[config.mk]
export PLATFORM = sky130hd
export DESIGN_NAME = color_perm_detector
export DESIGN_NICKNAME = d
export VERILOG_FILES = /design/src/rtl/color_det_pkg.sv /design/src/rtl/color_perm_detector_sat_counter.sv /design/src/rtl/color_perm_detector.sv
export SDC_FILE = /design/constraint.sdc
export NUM_CORES = 1
export LEC_CHECK = 0
export ABC_CLOCK_PERIOD_IN_PS = 3100
export CELL_PAD_IN_SITES_DETAIL_PLACEMENT = 1
export CELL_PAD_IN_SITES_GLOBAL_PLACEMENT = 2
export CORE_MARGIN = 2
export CORE_UTILIZATION = 34
export DETAILED_ROUTE_END_ITERATION = 6
export PLACE_DENSITY_LB_ADDON = 0.1
export SETUP_SLACK_MARGIN = 0.1
export SKIP_CTS_REPAIR_TIMING = 1
export SLEW_MARGIN = 40
export SYNTH_ARGS = -nofsm -noshare
export SYNTH_HDL_FRONTEND = slang
export SYNTH_SLANG_ARGS = --single-unit
[constraint.sdc]
create_clock -name clk -period 3.1 [get_ports clk]
set_clock_uncertainty 0.05 [all_clocks]
set_input_delay 0.465 -clock clk [delete_from_list [all_inputs] [get_ports clk]]
set_output_delay 0.465 -clock clk [all_outputs]
set_load 0.01 [all_outputs]
[src/rtl/color_det_pkg.sv]
// Shared definitions for the colour permutation detector: width helpers,
// canonical colour codes and window-mode constants.
package color_det_pkg;

  function automatic int unsigned clog2(input int unsigned n);
    int unsigned r;
    r = 0;
    for (int unsigned v = 1; v < n; v = v << 1) r++;
    return r;
  endfunction

  // Ages and run length both range 0..num_colors inclusive.
  function automatic int unsigned age_width(input int unsigned num_colors);
    return clog2(num_colors + 1);
  endfunction

  localparam int unsigned GC = 0;
  localparam int unsigned BC = 1;
  localparam int unsigned RC = 2;

  localparam int unsigned DEF_NUM_COLORS = 3;
  localparam int unsigned AGE_W          = age_width(DEF_NUM_COLORS);

  localparam int unsigned MODE_NON_OVERLAP = 0;
  localparam int unsigned MODE_OVERLAP     = 1;

endpackage

[src/rtl/color_perm_detector_sat_counter.sv]
// Saturating up-counter with synchronous clear; clear wins over increment.
module sat_counter #(
  parameter int unsigned W = 8
) (
  input  logic         clk,
  input  logic         rst,
  input  logic         clr,
  input  logic         inc,
  output logic [W-1:0] cnt
);

  logic [W-1:0] r_cnt;

  always_ff @(posedge clk or negedge rst) begin
    if (!rst) begin
      r_cnt <= '0;
    end else if (clr) begin
      r_cnt <= '0;
    end else if (inc && (r_cnt != {W{1'b1}})) begin
      r_cnt <= r_cnt + W'(1);
    end
  end

  assign cnt = r_cnt;

endmodule

[src/rtl/color_perm_detector.sv]
// Detects when the last NUM_COLORS valid colour symbols are all distinct,
// tracking per-colour age and the length of the current distinct suffix.
module color_perm_detector
  import color_det_pkg::*;
#(
  parameter int unsigned NUM_COLORS = 3,
  parameter int unsigned SYM_W      = 2,
  parameter int unsigned OVERLAP    = MODE_NON_OVERLAP,
  parameter int unsigned CNT_W      = 8
) (
  input  logic             clk,
  input  logic             rst,
  input  logic [SYM_W-1:0] inp,
  input  logic             inp_valid,
  input  logic             clr_cnt,
  output logic             det,
  output logic             det_q,
  output logic [CNT_W-1:0] det_cnt
);

  localparam int unsigned   AW         = age_width(NUM_COLORS);
  localparam logic [AW-1:0] FULL       = AW'(NUM_COLORS);
  localparam bit            CLR_ON_DET = (OVERLAP == MODE_NON_OVERLAP);

  logic [AW-1:0] r_age [NUM_COLORS];
  logic [AW-1:0] r_run;
  logic          r_det_q;

  logic [AW-1:0] w_age_s;
  logic [AW-1:0] w_run_nxt;
  logic          w_legal;
  logic          w_det;

  // Mealy decode: suffix length after accepting the current symbol.
  always_comb begin
    w_legal   = (32'(inp) < NUM_COLORS);
    w_age_s   = FULL;
    w_run_nxt = '0;
    for (int unsigned c = 0; c < NUM_COLORS; c++) begin
      if (inp == SYM_W'(c)) w_age_s = r_age[c];
    end
    if (w_age_s < r_run) begin
      w_run_nxt = w_age_s + AW'(1);
    end else if (r_run == FULL) begin
      w_run_nxt = FULL;
    end else begin
      w_run_nxt = r_run + AW'(1);
    end
    w_det = rst && inp_valid && w_legal && (w_run_nxt == FULL);
  end

  // History update; an illegal code or a non-overlap hit restarts the window.
  always_ff @(posedge clk or negedge rst) begin
    if (!rst) begin
      for (int unsigned c = 0; c < NUM_COLORS; c++) r_age[c] <= FULL;
      r_run   <= '0;
      r_det_q <= 1'b0;
    end else begin
      r_det_q <= w_det;
      if (inp_valid) begin
        if (!w_legal || (CLR_ON_DET && w_det)) begin
          for (int unsigned c = 0; c < NUM_COLORS; c++) r_age[c] <= FULL;
          r_run <= '0;
        end else begin
          for (int unsigned c = 0; c < NUM_COLORS; c++) begin
            if (inp == SYM_W'(c)) begin
              r_age[c] <= '0;
            end else if (r_age[c] != FULL) begin
              r_age[c] <= r_age[c] + AW'(1);
            end
          end
          r_run <= w_run_nxt;
        end
      end
    end
  end

  sat_counter #(
    .W (CNT_W)
  ) u_det_cnt (
    .clk (clk),
    .rst (rst),
    .clr (clr_cnt),
    .inc (w_det),
    .cnt (det_cnt)
  );

  assign det   = w_det;
  assign det_q = r_det_q;

endmodule

==> results.py, run 1 <==
metrics = {
    "outcome": {
        "status": "finished clean",
    },
    "finish": {
        "post-route-util_pct": 47.0,
        "stdcell_count": 203,
        "drive_above_1_share_pct": 27.4,
        "n_antenna_cell": 0,
        "fillers": 386,
        "synthToLayoutAreaGrowth_pct": 30.3,
        "multi_input_area_um2": 748,
        "layout.nets": 169,
        "seqCellArea_um2": 433,
    },
    "worst_setup_path": {
        "cp_cell_sequence": "mux2i_2 > mux2i_4 > ha_4 > or2_4 > a221o_2 > o311ai_4 > nor2_2 > clkbuf_2",
        "worstPathMaxFanout": 5,
        "path_class": "flip-flop to output pin",
        "start_kind": "flip-flop",
        "slowest_delay_ns": 0.61,
        "endpoint_kind": "output pin",
        "arrival_ns": 2.39,
        "cp_slowest_cell": "dfstp_2",
        "required_ns": 2.58,
    },
    "logic_synthesis": {
        "yosysWarnings": 0,
        "syn_avg_cell_area_um2": 9.93,
        "ys_seq_area_share_pct": 35.5,
        "synth_top_area_share_pct": 22.5,
        "synthesis.instances": 123,
        "synth_area_leaders": "dfrtp_1 (23%), dfstp_2 (13%), ha_1 (5.1%)",
        "ys_types": 46,
        "synth-main-ff-cell": "dfrtp_1",
        "async_flop_share_pct": 100,
        "yosys-top-cells-count": "dfrtp_1 (11), nor2_1 (9), inv_1 (7)",
        "synth_top_area_cell": "dfrtp_1",
        "syn-num-nets": 134,
        "syn_area_mm2": 0.00122,
        "ys_seq_elements": 17,
        "synth_edf_count": 0,
        "yosysMostFrequentCell": "dfrtp_1",
    },
    "floorplan": {
        "die_y_um": 63.9,
        "die_area_mm2": 0.00409,
        "coreArea_mm2": 0.00339,
        "die_w_um": 63.9,
        "floorplan.initialDensity_pct": 36.0,
        "io_pins": 16,
        "num_rows": 21,
    },
    "clock_tree": {
        "cts_root_buf": "clkbuf_4",
        "cts_made_buffers": 3,
        "cts_tree": "done",
        "cts_max_path_buffers": 2,
        "clk_latency_ns": 0.29,
        "path_clk_slew_ns": 0.10,
        "htreeDepth": 1,
        "cts_num_sinks": 17,
    },
    "place": {
        "gp_congestion": 0.772,
        "dp.cells": 197,
        "dp_hpwl_mm": 2.42,
        "buffer_ports.inserted": 15,
        "dp_slack_ns": -0.478,
    },
    "sta": {
        "hold_viol": 0,
        "fmax_mhz": 344,
        "rsz0062_at_grt": "no",
        "worstMarginPinSlew_ns": 0.397,
        "fin_crit_sh_pct": 93.8,
        "setup_ws_ns": 0.192,
        "relSlewSlack_pct": 73.5,
        "setup_tns_ns": 0,
        "finalSetupViolCount": 0,
        "timing.final.crit_period_ns": 2.91,
        "drv_slew": 0,
    },
    "global_route": {
        "antenna_found_initial": 0,
        "grt_start_max_net_pins": 19,
        "gr-usage-all-layers_pct": 17.7,
        "grt_pass1_wl_mm": 5.71,
        "first_global_vias": 1213,
        "overflow": 0,
    },
    "route": {
        "drt-initial-drc-count": 37,
        "wire_per_inst_um": 15.9,
        "vias": 1098,
        "drc": 0,
        "antenna_left": 0,
        "totalWireLength_mm": 3.22,
        "routed_via_density": 5.41,
        "dr.pass1.iters": 4,
    },
    "power": {
        "peakVddDrop_uv": 240,
        "power_density_mw_per_mm2": 786,
        "leakage_nw": 0.680,
    },
    "run": {
        "maxCapViolations": 0,
    },
    "min_path": {
        "hold_path_class": "flip-flop to flip-flop",
    },
}
state kept, by name, summed over array words and instances, names as in the netlist:
signal,cells
r_age,6
det_q,1
r_run,2
u_det_cnt.cnt,8
cells in the final DEF (no fill, tap or decap), types with 2 or more instances in the layout:
master / instances
o31ai_1: 2
ha_1: 4
mux2i_1: 4
nand2_1: 2
a311oi_1: 2
a31oi_1: 2
nand3_1: 4
nor3_1: 4
dfstp_2: 6
mux2_2: 3
o221ai_1: 4
a21oi_1: 6
buf_4: 20
nor4_1: 2
xnor2_1: 3
a22oi_1: 4
o22ai_1: 2
nor2b_1: 6
nor2_1: 8
nand2b_1: 2
inv_1: 7
clkbuf_4: 3
clkdlybuf4s50_1: 12
and3_1: 5
nand4_1: 2
dlymetal6s2s_1: 2
dfrtp_1: 11
through the flow:
step           hold slack, ns  total power [mW]  instance area [um^2]
5_1_grt                 0.557              1.36                  1590
4_1_cts                 0.528              1.22                  1560
2_1_floorplan           0.119             0.826                  1220
6_report                0.527              1.25                  1590
3_5_place_dp            0.502              1.08                  1530
3_3_place_gp            0.504              1.05                  1530
worst max-delay path, delay by kind of cell, from the launching register on:
kind                       cells  cell delay [ns]
AOI/OAI and AO/OA              2             0.49
DFF                            1             0.61
and+or+nand+nor                2             0.34
muxes                          2             0.30
adders and majority gates      1             0.23
buffers and inverters          1             0.13
path summary, 6_finish.rpt:
path | startpoint | to | slack (ns) | cells past startpoint
max | r_age[5] | det | 0.19 | 8
min | r_age[1] | r_age[1] | 0.53 | 2
max reg2reg | r_age[5] | u_det_cnt.cnt[4] | 0.29 | 9
min reg2reg | r_age[1] | r_age[1] | 0.53 | 2
max in group asynchronous | rst | r_age[1] | 2.15 | 2
min in group asynchronous | rst | u_det_cnt.cnt[3] | 0.58 | 2
logic make-up (layout without fill, tap and decap cells):
| family | count (synthesis) | after routing | share of synthesized area, % |
|---|---|---|---|
| XOR/XNOR | 3 | 3 | 2.15 |
| multiplexers | 9 | 9 | 8.71 |
| AND/OR/NAND/NOR | 41 | 41 | 19.5 |
| buffers and inverters | 12 | 46 | 5.02 |
| flip-flops | 17 | 17 | 35.5 |
| AO/OA/AOI/OAI | 36 | 36 | 24.1 |
| adder cells (fa/ha/maj) | 5 | 5 | 5.12 |
area by class of cell:
class / count / area share (%)
Clock buffer: 4 / 1.65
Inverter: 7 / 1.65
Multi-Input combinational cell: 94 / 47.0
Sequential cell: 17 / 27.2
Tap cell: 46 / 3.62
Timing Repair Buffer: 35 / 18.9
routing by layer:
layer / wire length, um / global-route usage (%)
met5: 0 / 0
met2: 1670 / 31.4
met4: 32 / 5.71
met1: 1460 / 22.4
met3: 54 / 1.58
report_power, final:
part	internal [mW]	switching (mW)
Combinational	0.378	0.357
Sequential	0.312	0.0823
Clock	0.0501	0.0711
Total	0.740	0.511
Note: power is estimated with default switching activity, not from simulation.
==> run 2: changes to the inputs <==
--- a/config.mk
+++ b/config.mk
@@ -6,10 +6,8 @@
 export NUM_CORES = 1
 export LEC_CHECK = 0
 export ABC_CLOCK_PERIOD_IN_PS = 3100
-export CELL_PAD_IN_SITES_DETAIL_PLACEMENT = 1
-export CELL_PAD_IN_SITES_GLOBAL_PLACEMENT = 2
 export CORE_MARGIN = 2
-export CORE_UTILIZATION = 34
+export CORE_UTILIZATION = 40
 export DETAILED_ROUTE_END_ITERATION = 6
 export PLACE_DENSITY_LB_ADDON = 0.1
 export SETUP_SLACK_MARGIN = 0.1
==> results.py, run 2 (synthesis results as in run 1) <==
metrics = {
    "route": {
        "dr.pass1.iters": 4,
        "wire_per_inst_um": 16.2,
        "drt-initial-drc-count": 34,
        "antenna_left": 0,
        "drc": 0,
        "totalWireLength_mm": 3.02,
        "vias": 1109,
        "routed_via_density": 5.93,
    },
    "run": {
        "maxCapViolations": 0,
    },
    "sta": {
        "drv_slew": 0,
        "hold_viol": 0,
        "rsz0062_at_grt": "no",
        "setup_ws_ns": 0.160,
        "relSlewSlack_pct": 74.4,
        "timing.final.crit_period_ns": 2.94,
        "worstMarginPinSlew_ns": 0.383,
        "fmax_mhz": 340,
        "holdWs_ns": 0.547,
        "fin_crit_sh_pct": 94.8,
        "finalSetupViolCount": 0,
    },
    "place": {
        "buffer_ports.inserted": 15,
        "placed_cell_area_mm2": 0.00148,
        "gp_congestion": 0.811,
        "dp.cells": 180,
        "dp_slack_ns": -0.442,
        "dp_hpwl_mm": 2.19,
    },
    "worst_setup_path": {
        "path_class": "flip-flop to output pin",
        "start_kind": "flip-flop",
        "arrival_ns": 2.42,
        "cp_cell_sequence": "mux2i_2 > mux2i_4 > ha_2 > or2_4 > a221o_2 > o311ai_4 > nor2_2 > dlymetal6s2s_1",
        "worst-path-buf-inv": 1,
        "path_delay_family": "flip-flops",
        "endpoint_kind": "output pin",
        "cp_slowest_cell": "dfstp_2",
        "slowest_delay_ns": 0.60,
        "required_ns": 2.58,
        "worstPathMaxFanout": 4,
        "rr_worst_depth": 9,
        "critical_path_cell_count": 8,
    },
    "clock_tree": {
        "cts_made_buffers": 3,
        "cts_root_buf": "clkbuf_4",
        "clk_latency_ns": 0.30,
        "cts_tree": "done",
        "cts_max_path_buffers": 2,
        "htreeDepth": 1,
        "cts_num_sinks": 17,
        "path_clk_slew_ns": 0.11,
    },
    "power": {
        "power_density_mw_per_mm2": 793,
        "peakVddDrop_uv": 320,
        "leakage_nw": 0.683,
        "fin_total_pwr_mw": 1.23,
    },
    "min_path": {
        "hold_path_depth": 2,
        "hold_path_class": "flip-flop to flip-flop",
    },
    "finish": {
        "final_common_cell": "buf_4",
        "synthToLayoutAreaGrowth_pct": 27.4,
        "design_area_mm2": 0.00156,
        "layout.nets": 166,
        "drive_above_1_share_pct": 26.6,
        "stdcell_count": 187,
        "largest_reg_flops": 8,
        "n_antenna_cell": 0,
        "layout_common_cells": "buf_4 (17), clkdlybuf4s50_1 (12), dfrtp_1 (11)",
    },
    "floorplan": {
        "die_w_um": 59.3,
        "io_pins": 16,
        "coreArea_mm2": 0.00298,
        "floorplan.initialDensity_pct": 41.0,
        "die_area_mm2": 0.00351,
        "die_y_um": 59.3,
        "num_rows": 20,
    },
    "global_route": {
        "first_global_vias": 1140,
        "antenna_found_initial": 0,
        "gr-usage-all-layers_pct": 18.9,
        "overflow": 0,
        "grt_pass1_wl_mm": 5.06,
        "grt_start_max_net_pins": 19,
    },
    "outcome": {
        "status": "finished clean",
    },
}
run 2: final timing paths:
path                               start               end  slack [ns]
max in group asynchronous            rst          r_age[2]        2.17
worst max-delay path            r_age[3]               det        0.16
worst max register to register  r_age[3]  u_det_cnt.cnt[4]        0.22
worst min register to register  r_age[1]          r_age[1]        0.55
worst min-delay path            r_age[1]          r_age[1]        0.55
min in group asynchronous            rst  u_det_cnt.cnt[6]        0.58
run 2: stage by stage:
step,setup TNS (ns),utilization [%]
3_3_place_gp,-1.01,49.8
6_report,0,52.2
3_5_place_dp,-1.55,49.8
2_1_floorplan,0,-
5_1_grt,0,52.2
4_1_cts,-0.470,50.7
run 2: power breakdown:
| group | total, mW | switching [mW] | internal, mW |
|---|---|---|---|
| Combinational | 0.726 | 0.357 | 0.369 |
| Clock | 0.124 | 0.0759 | 0.0480 |
| Sequential | 0.383 | 0.0715 | 0.312 |
| Total | 1.23 | 0.504 | 0.728 |
run 2: layout make-up:
cell class                 count  area [um^2]
inverter                       7         26.3
clock buffer                   3         22.5
tap                           33         41.3
clock inverter                 1         5.00
sequential                    17          433
fill                         299         1420
multi-input combinational     94          742
timing repair buffer          32          285
run 2: layer usage:
metal  vias up  track usage (%)  share of wire, %
li1        540                -                 -
met1       548             24.0                45
met2        19             32.3                51
met3         2             2.18               2.5
met4         0             7.79              0.63
met5         -                0                 0
run 2: worst register-to-register path: cells and delay by family, from the launching register on:
kind / cells / cell delay [ns]
mux: 3 / 0.64
simple gates: 2 / 0.62
flops: 1 / 0.60
compound gates: 2 / 0.40
fa+ha+maj: 1 / 0.30
buf+inv: 1 / 0.18
